--- src/rtl/inport_capture_pkg.sv ---
// Shared definitions for the inport capture path: debounce state encoding
// and the default sizing of the switch word, debounce window and FIFO.
package inport_capture_pkg;

    localparam int DEF_DATA_WIDTH      = 32;
    localparam int DEF_DEBOUNCE_CYCLES = 16;
    localparam int DEF_FIFO_DEPTH      = 4;

    typedef enum logic [1:0] {
        ST_IDLE         = 2'd0,
        ST_PRESS_WAIT   = 2'd1,
        ST_PRESSED      = 2'd2,
        ST_RELEASE_WAIT = 2'd3
    } db_state_t;

endpackage

--- src/rtl/inport_capture_button_debouncer.sv ---
// Two-flop synchronizer plus debounce FSM for the load button; emits a
// registered single-cycle pulse once per debounced press.
module button_debouncer
    import inport_capture_pkg::*;
#(
    parameter int DEBOUNCE_CYCLES = DEF_DEBOUNCE_CYCLES
) (
    input  logic clk,
    input  logic in_reset,
    input  logic in_button,
    output logic out_press
);

    localparam int CW = $clog2(DEBOUNCE_CYCLES);
    localparam logic [CW-1:0] LAST = CW'(DEBOUNCE_CYCLES - 1);

    logic          r_btn_meta;
    logic          r_btn_sync;
    db_state_t     r_state;
    logic [CW-1:0] r_cnt;
    logic          r_press;

    db_state_t     w_state_next;
    logic [CW-1:0] w_cnt_next;
    logic          w_press;

    // NOTE: sequential state uses non-blocking assignments so every flop
    // samples pre-edge values regardless of statement order.
    always_ff @(posedge clk) begin
        if (!in_reset) begin
            r_btn_meta <= 1'b0;
            r_btn_sync <= 1'b0;
            r_state    <= ST_IDLE;
            r_cnt      <= '0;
            r_press    <= 1'b0;
        end else begin
            r_btn_meta <= in_button;
            r_btn_sync <= r_btn_meta;
            r_state    <= w_state_next;
            r_cnt      <= w_cnt_next;
            r_press    <= w_press;
        end
    end

    // NOTE: defaults first so no path through the case infers a latch.
    always_comb begin
        w_state_next = r_state;
        w_cnt_next   = r_cnt;
        w_press      = 1'b0;
        unique case (r_state)
            ST_IDLE: begin
                if (r_btn_sync) begin
                    w_state_next = ST_PRESS_WAIT;
                    w_cnt_next   = CW'(1);
                end
            end
            ST_PRESS_WAIT: begin
                if (!r_btn_sync) begin
                    w_state_next = ST_IDLE;
                    w_cnt_next   = '0;
                end else if (r_cnt == LAST) begin
                    w_state_next = ST_PRESSED;
                    w_cnt_next   = '0;
                    w_press      = 1'b1;
                end else begin
                    w_cnt_next = r_cnt + CW'(1);
                end
            end
            ST_PRESSED: begin
                if (!r_btn_sync) begin
                    w_state_next = ST_RELEASE_WAIT;
                    w_cnt_next   = CW'(1);
                end
            end
            ST_RELEASE_WAIT: begin
                if (r_btn_sync) begin
                    w_state_next = ST_PRESSED;
                    w_cnt_next   = '0;
                end else if (r_cnt == LAST) begin
                    w_state_next = ST_IDLE;
                    w_cnt_next   = '0;
                end else begin
                    w_cnt_next = r_cnt + CW'(1);
                end
            end
            default: begin
                w_state_next = ST_IDLE;
                w_cnt_next   = '0;
            end
        endcase
    end

    assign out_press = r_press;

endmodule

--- src/rtl/inport_capture.sv ---
// Inport producer: synchronizes switches, captures them on each debounced
// load press into a first-word fall-through FIFO popped by CPU read edges.
module inport_capture
    import inport_capture_pkg::*;
#(
    parameter int DATA_WIDTH      = DEF_DATA_WIDTH,
    parameter int DEBOUNCE_CYCLES = DEF_DEBOUNCE_CYCLES,
    parameter int FIFO_DEPTH      = DEF_FIFO_DEPTH
) (
    input  logic                          clk,
    input  logic                          in_reset,
    input  logic [DATA_WIDTH-1:0]         in_switches,
    input  logic                          in_load_button,
    input  logic                          in_inport_read,
    input  logic                          in_clear_overflow,
    output logic [DATA_WIDTH-1:0]         out_inport_data,
    output logic                          out_data_valid,
    output logic                          out_fifo_full,
    output logic                          out_overflow,
    output logic [$clog2(FIFO_DEPTH):0]   out_count
);

    localparam int AW   = $clog2(FIFO_DEPTH);
    localparam int CNTW = AW + 1;

    logic [DATA_WIDTH-1:0] r_sw_meta;
    logic [DATA_WIDTH-1:0] r_sw_sync;
    logic [DATA_WIDTH-1:0] r_sw_hold;
    logic [DATA_WIDTH-1:0] r_mem [FIFO_DEPTH];
    logic [AW-1:0]         r_wr_ptr;
    logic [AW-1:0]         r_rd_ptr;
    logic [CNTW-1:0]       r_count;
    logic                  r_read_d;
    logic [DATA_WIDTH-1:0] r_data;
    logic                  r_valid;
    logic                  r_full;
    logic                  r_overflow;

    logic                  w_press;
    logic                  w_pop;
    logic                  w_full_now;
    logic                  w_push_ok;
    logic                  w_drop;
    logic [AW-1:0]         w_rd_ptr_next;
    logic [CNTW-1:0]       w_after_pop;
    logic [CNTW-1:0]       w_count_next;
    logic [DATA_WIDTH-1:0] w_head;

    button_debouncer #(
        .DEBOUNCE_CYCLES (DEBOUNCE_CYCLES)
    ) u_debouncer (
        .clk       (clk),
        .in_reset  (in_reset),
        .in_button (in_load_button),
        .out_press (w_press)
    );

    assign w_pop         = in_inport_read & ~r_read_d & (r_count != '0);
    assign w_full_now    = (r_count == CNTW'(FIFO_DEPTH));
    assign w_push_ok     = w_press & (~w_full_now | w_pop);
    assign w_drop        = w_press & w_full_now & ~w_pop;
    assign w_rd_ptr_next = r_rd_ptr + AW'(w_pop);
    assign w_after_pop   = r_count - CNTW'(w_pop);
    assign w_count_next  = w_after_pop + CNTW'(w_push_ok);

    // Head of the next cycle; a write into an otherwise empty FIFO bypasses memory.
    always_comb begin
        w_head = r_data;
        if (w_push_ok && (w_after_pop == '0)) begin
            w_head = r_sw_hold;
        end else if (w_count_next != '0) begin
            w_head = r_mem[w_rd_ptr_next];
        end
    end

    always_ff @(posedge clk) begin
        if (!in_reset) begin
            r_sw_meta  <= '0;
            r_sw_sync  <= '0;
            r_sw_hold  <= '0;
            r_wr_ptr   <= '0;
            r_rd_ptr   <= '0;
            r_count    <= '0;
            r_read_d   <= 1'b0;
            r_data     <= '0;
            r_valid    <= 1'b0;
            r_full     <= 1'b0;
            r_overflow <= 1'b0;
        end else begin
            r_sw_meta  <= in_switches;
            r_sw_sync  <= r_sw_meta;
            r_sw_hold  <= r_sw_sync;
            r_wr_ptr   <= r_wr_ptr + AW'(w_push_ok);
            r_rd_ptr   <= w_rd_ptr_next;
            r_count    <= w_count_next;
            r_read_d   <= in_inport_read;
            r_data     <= w_head;
            r_valid    <= (w_count_next != '0);
            r_full     <= (w_count_next == CNTW'(FIFO_DEPTH));
            if (w_drop) begin
                r_overflow <= 1'b1;
            end else if (in_clear_overflow) begin
                r_overflow <= 1'b0;
            end
        end
    end

    // NOTE: storage is not reset; occupancy and pointers alone define validity.
    always_ff @(posedge clk) begin
        if (w_push_ok) begin
            r_mem[r_wr_ptr] <= r_sw_hold;
        end
    end

    assign out_inport_data = r_data;
    assign out_data_valid  = r_valid;
    assign out_fifo_full   = r_full;
    assign out_overflow    = r_overflow;
    assign out_count       = r_count;

endmodule

--- config.mk ---
export PLATFORM = sky130hd
export DESIGN_NAME = inport_capture
export DESIGN_NICKNAME = d
export VERILOG_FILES = /design/src/rtl/inport_capture_pkg.sv /design/src/rtl/inport_capture_button_debouncer.sv /design/src/rtl/inport_capture.sv
export SDC_FILE = /design/constraint.sdc
export NUM_CORES = 1
export LEC_CHECK = 0
export CORE_UTILIZATION = 30
export CTS_BUF_LIST = sky130_fd_sc_hd__clkbuf_16
export CTS_CLUSTER_DIAMETER = 80
export DETAILED_ROUTE_END_ITERATION = 7
export PLACE_DENSITY_LB_ADDON = 0.15
export REMOVE_ABC_BUFFERS = 1
export SYNTH_ARGS = -nofsm -noshare
export SYNTH_HDL_FRONTEND = slang
export SYNTH_SLANG_ARGS = --single-unit
--- constraint.sdc ---
create_clock -name clk -period 5.5 [get_ports clk]
set_clock_uncertainty 0.15 [all_clocks]
set_input_delay 0.825 -clock clk [delete_from_list [all_inputs] [get_ports clk]]
set_output_delay 0.825 -clock clk [all_outputs]
set_load 0.005 [all_outputs]
==> summary.txt, run 1 <==
RR Endpoint = out_inport_data[30]$_SDFFE_PN0P_
Main combinational cell family by area after synthesis = simple AND/OR/NAND/NOR gates
# resized after CTS = 0
Core Util, Final = 0.363
Nets = 759
Grt ovf = 0
Hold_ws = 278 ps
Commonest cells in the netlist = dfxtp_1 (148), edfxtp_1 (128), and2_1 (105), nand3_1 (35)
Compound-gate portion of the synthesized area = 0.0756
Cell mode on critical path = ha_1
Least-Margin Pin Slew = 1310 ps
Placer Congestion = 0.698
Slowest-stage cell, CP = or3_2
I/O pin count = 75
Die area = 0.0341 mm^2
Hold_buf cts = 0
Chip height = 185 um
Tot GR Track Use = 0.125
Min cycle time layout = 3850 ps
Fin crit share = 0.700
CTS tree = built
Highest clock rate = 260 MHz
Core ar. = 0.0327 mm^2
PD cells = 462 mW/mm^2
DR WL/cell = 17.8 um
Detailed placement HPWL = 10,900 um
Area delta synth->final = 18.4%
Clk_lat worst skew = 540 ps
Final Hold Vio Count = 0
CTS Sinks = 276
Post-synth top area share = 0.384
Crit path to = out_inport_data[30]$_SDFFE_PN0P_
Critical Path AT = 4130 ps
Simple-gate share of the synthesized area = 0.0978
PortBufs = 74
Syn. warnings = 0
Crit path launch = in_inport_read
Asr flop ratio synth = 0
Slew headroom = 0.124
Worst path max stage delay = 820 ps
Initial core utilization = 0.306
Root buf cell = clkbuf_16
Fillers = 3,157
Leak pwr = 4.07 nW
Largest net degree at the start of global routing = 69
DRC violations left = 0
Ant. Diodes = 0
Setup crit start kind = primary input
Post-Synthesis Cells = 654
Rows = 66
Sequential cell area fraction in the yosys report = 0.680
Vias in the first global route = 5,575
H-tree Lvls = 1
Worst Setup End Kind = register
Post-Synth XOR/XNOR Area = 0.00675
CP Data Required Time = 5780 ps
Chip width = 185 um
Setup Buffers After CTS = 0
Total number of vias = 5,475
Antenna violations before repair = 0
Sequential Area = 0.00681 mm^2
Starting DRT DRC Count = 231
Cell Chain, Critical Path = clkdlybuf4s50_1, nand2b_1, nor2_1, ha_1, inv_1, ha_1, ha_1, xor3_1, or3_2, a21o_4, a311oi_1
Most common cell in the synthesized netlist = dfxtp_1
Synthesized cell area = 0.0100 mm^2
RSZ-0062 raised after global routing = false
Synth top area cells = edfxtp_1 (38%), dfxtp_1 (30%), mux4_1 (7.1%)
TNS Setup = 0 ps
Multi-input logic area = 0.00277 mm^2
Count of state elements after synthesis = 276
CTS max path bufs = 3
Worst R2R Path Depth = 10
Final setup violation count = 0
Mux contribution to synthesized area = 0.0831
Min-Delay Path Class = register to register
R2R Setup Slk = 1990 ps
Number of synthesized flops with an enable pin = 128
CTS clk-pin slew, worst paths = 60 ps
Critical path class = primary input to register
Yosys cell types = 37
Main synth FF type = dfxtp_1
RR Startpoint = out_count[2]$_SDFF_PN0_
DR vias/cell = 4.64
CP max FO = 34
Max-cap viol count = 0
Post-Synthesis Mean Instance Area = 15.3 um^2
Post-route ant nets = 0
Adder-Cell Fraction of Synth Area = 0.00874
Number of buffers created by CTS = 29
Layout cells sized above 1 = 0.0949
First-pass GRT wire length = 32,600 um
DRT Wirelength = 21,000 um
Final-report max-slew violation count = 0
Area leader, netlist = edfxtp_1
Max VDD drop = 0.321 mV
DRT Pass-1 Iters = 4
Outcome = finished clean
metrics by stage:
step	instances	area [um^2]	total power, mW	setup WS (ps)
after floorplan	604	9560	3.10	988
after global placement	1126	10900	3.63	1250
after detailed placement	1126	10900	3.65	1150
after CTS	1180	11900	5.55	1670
after global routing	1180	11900	5.75	1480
final	1180	11900	5.48	1650
registers in the layout, summed over array words and instances (netlist names), 2 cells and up, named ones only:
register	flops
u_debouncer.r_cnt	4
r_sw_hold	32
r_mem	128
out_count	3
r_rd_ptr	2
out_inport_data	32
r_sw_sync	32
r_sw_meta	32
r_wr_ptr	2
worst min-delay path by stage:
| stage | start | to | slack (ps) | cells after the start |
|---|---|---|---|---|
| after global routing | r_sw_sync[29]$_SDFF_PN0_ | r_sw_hold[29]$_SDFF_PN0_ | 290 | 1 |
| final | r_sw_meta[26]$_SDFF_PN0_ | r_sw_sync[26]$_SDFF_PN0_ | 280 | 1 |
| after CTS | r_sw_sync[20]$_SDFF_PN0_ | r_sw_hold[20]$_SDFF_PN0_ | 280 | 1 |
| after global placement | r_sw_meta[10]$_SDFF_PN0_ | r_sw_sync[10]$_SDFF_PN0_ | 260 | 1 |
| after detailed placement | r_sw_meta[15]$_SDFF_PN0_ | r_sw_sync[15]$_SDFF_PN0_ | 270 | 1 |
| after floorplan | r_sw_sync[0]$_SDFF_PN0_ | r_sw_hold[0]$_SDFF_PN0_ | 260 | 1 |
critical path, delay by kind of cell:
| family | cells | cell delay (ps) |
|---|---|---|
| buffers and inverters | 2 | 550 |
| adders and majority gates | 3 | 600 |
| AOI/OAI and AO/OA | 2 | 810 |
| and+or+nand+nor | 3 | 1110 |
| xor gates and xnor gates | 1 | 230 |
area by class of cell:
cell class / count / share of cell area
clock buffer: 29 / 0.0612
clock inverter: 25 / 0.0163
inverter: 8 / 0.00253
multi-input combinational: 320 / 0.234
sequential: 276 / 0.574
tap: 442 / 0.0466
timing repair buffer: 80 / 0.0660
per-layer routing:
layer  GRT usage  vias to the layer above  wire (um)
li1            -                     2588          -
met1       0.172                     2742      10000
met2       0.204                      115       9770
met3      0.0200                       30        769
met4      0.0327                        0        454
met5           0                        -          0
power breakdown:
group          leakage (nW)  internal, mW  switching [mW]
Sequential             2.40          2.24          0.0712
Combinational          1.19         0.497           0.786
Clock                 0.478          1.10           0.785
placed cells by master, fill, tap and decap left out, drive strengths merged:
| cell | instances |
|---|---|
| edfxtp | 128 |
| nor3 | 4 |
| nand4b | 1 |
| clkinvlp | 1 |
| ha | 7 |
| clkdlybuf4s50 | 73 |
| or3 | 1 |
| nand2b | 2 |
| nand4 | 2 |
| a311oi | 32 |
| buf | 7 |
| a211oi | 34 |
| inv | 14 |
| a21o | 2 |
| xor3 | 1 |
| nand3 | 35 |
| and2 | 106 |
| nand2 | 3 |
| mux4 | 32 |
| a31o | 1 |
| mux2i | 1 |
| or4 | 1 |
| clkinv | 15 |
| nor2 | 7 |
| clkbuf | 29 |
| o21ai | 34 |
| dfxtp | 148 |
| xor2 | 2 |
| a21oi | 4 |
| and3 | 3 |
| nor3b | 2 |
| xnor2 | 3 |
| bufinv | 3 |
kinds of logic after synthesis:
logic type               count (synthesis)
XOR/XNOR                                 6
flip-flops                             276
AO/OA/AOI/OAI                          107
AND/OR/NAND/NOR                        167
adder cells (fa/ha/maj)                  7
buffers and inverters                   58
multiplexers                            33
Power figures use the tool's default switching activity.
==> inputs of run 2 (changes only) <==
- clock period: 5.5 -> 3.51 ns (I/O delays scaled with it)
==> run 2 against run 1 <==
Effect of this change: die area unchanged; sequential share of layout area down 1.2 points; first-iteration DRC count up 65%; worst hold slack better by 1.3 ps; non-clock buffer count up 18; combinational power up 77%; critical path type unchanged.
==> summary.txt, run 2 (same netlist as run 1, synthesis figures left out) <==
Outcome = finished clean
Ant. Diodes = 0 (unchanged)
Final setup violation count = 0 (unchanged)
Die area = 0.0341 mm^2 (unchanged)
Least-Margin Pin Slew = 932 ps (-380 ps)
CTS clk-pin slew, worst paths = 60 ps (about the same)
Setup WS post-layout = 484 ps (-1170 ps)
Max-cap viol count = 0 (unchanged)
Chip height = 185 um (unchanged)
Largest net degree at the start of global routing = 69 (unchanged)
RSZ-0062 raised after global routing = false
Highest clock rate = 331 MHz
Commonest non-fill, non-tap cells in the layout = dfxtp_1 (148), edfxtp_1 (128), and2_1 (105)
Final-report max-slew violation count = 0 (unchanged)
Min cycle time layout = 3030 ps
Post-route ant nets = 0 (unchanged)
Total number of vias = 5,507 (+0.58%)
Multi-input logic area = 0.00277 mm^2 (unchanged)
Most flop-heavy register = r_mem
CP max FO = 32 (-5.9%)
Clk_lat worst skew = 550 ps (about the same)
Number of buffers created by CTS = 30 (+3.4%)
DR vias/cell = 4.59 (-1.1%)
Grt ovf = 0 (unchanged)
Worst R2R Path Depth = 10 (unchanged)
Chip width = 185 um (unchanged)
Setup Buffers After CTS = 0 (unchanged)
DRT Wirelength = 21,100 um (+0.43%)
Core ar. = 0.0327 mm^2 (unchanged)
CTS Sinks = 276 (unchanged)
DR WL/cell = 17.6 um (-1.2%)
Pwr Total = 8.82 mW (+61%)
Starting DRT DRC Count = 380 (+65%)
R2R Setup Slk = 520 ps (-1470 ps)
Final Hold Vio Count = 0 (unchanged)
PD cells = 728 mW/mm^2 (+58%)
Setup crit start kind = primary input
Antenna violations before repair = 0 (unchanged)
Area delta synth->final = 20.9%
PortBufs = 74 (unchanged)
Tot GR Track Use = 0.125 (+0.000285)
First-pass GRT wire length = 32,300 um (-0.89%)
Vias in the first global route = 5,536 (-0.70%)
Nets = 778 (+2.5%)
Layout cells sized above 1 = 0.119 (+0.0239)
Hold_buf cts = 0 (unchanged)
DRT Pass-1 Iters = 4 (unchanged)
Placer Congestion = 0.705 (+0.92%)
Critical Path AT = 3320 ps (-810 ps)
Root buf cell = clkbuf_16
WHS Path Cells = 1 (unchanged)
Initial core utilization = 0.306 (unchanged)
H-tree Lvls = 1 (unchanged)
CTS tree = built
Rows = 66 (unchanged)
Leak pwr = 4.19 nW (+3.0%)
Max VDD drop = 0.536 mV (+67%)
Sequential Area = 0.00681 mm^2 (unchanged)
Hold_ws = 280 ps (+1.32 ps)
Detailed placement HPWL = 11,600 um (+5.7%)
Max reg flops = 128 (unchanged)
CTS max path bufs = 3 (unchanged)
Fin crit share = 0.862
Core Util, Final = 0.370 (+0.00750)
Slew headroom = 0.377 (+0.254)
Critical path class = primary input to register
Worst Setup End Kind = register
DRC violations left = 0 (unchanged)
Dpl ws = -31.5 ps (-1180 ps)
CP Data Required Time = 3800 ps (-1980 ps)
I/O pin count = 75 (unchanged)
Fillers = 3,159 (+0.063%)
# resized after CTS = 0 (unchanged)
Commonest non-fill, non-tap cell in the layout = dfxtp_1
Min-Delay Path Class = register to register
## run 2: cell types whose count changed in the layout (fill, tap and decap cells not counted), sizes merged
cell,delta
buf,+18
bufinv,-1
clkbuf,+1
clkinv,+1
clkinvlp,-1
inv,+2
## run 2: final cells by class
class | count | area share
clock buffer | 30 | 0.0620
multi-input combinational | 320 | 0.229
timing repair buffer | 98 | 0.0841
tap | 442 | 0.0457
clock inverter | 26 | 0.0148
inverter | 8 | 0.00248
sequential | 276 | 0.562
## run 2: final timing paths
kind	startpoint	to
setup / recovery	in_inport_read	out_inport_data[10]$_SDFFE_PN0P_
hold / removal	r_sw_meta[8]$_SDFF_PN0_	r_sw_sync[8]$_SDFF_PN0_
hold reg to reg	r_sw_meta[8]$_SDFF_PN0_	r_sw_sync[8]$_SDFF_PN0_
setup reg to reg	out_count[2]$_SDFF_PN0_	out_inport_data[10]$_SDFFE_PN0P_
## run 2: critical path, cell delays in order
cell	delay, ps
clkdlybuf4s50_1	470
nand2b_1	100
nor2_1	180
ha_1	280
inv_1	70
ha_1	150
ha_1	140
xor3_1	230
or3_2	470
a21o_4	380
a311oi_1	320
## run 2: routing by layer
metal | share of wire | GRT usage
met5 | 0 | 0
met3 | 0.044 | 0.0223
met2 | 0.47 | 0.208
met4 | 0.024 | 0.0370
met1 | 0.46 | 0.166
## run 2: per-stage QoR
stage | std cells | area [um^2] | TNS (ps)
CTS | 1200 | 12100 | 0
floorplan | 604 | 9560 | -68830
global route | 1200 | 12100 | 0
finish | 1200 | 12100 | 0
global placement | 1144 | 11200 | 0
detailed placement | 1144 | 11200 | -123
## run 2: report_power, final
part,internal (mW),switching [mW]
Sequential,3.52,0.107
Combinational,0.962,1.30
Clock,1.70,1.24
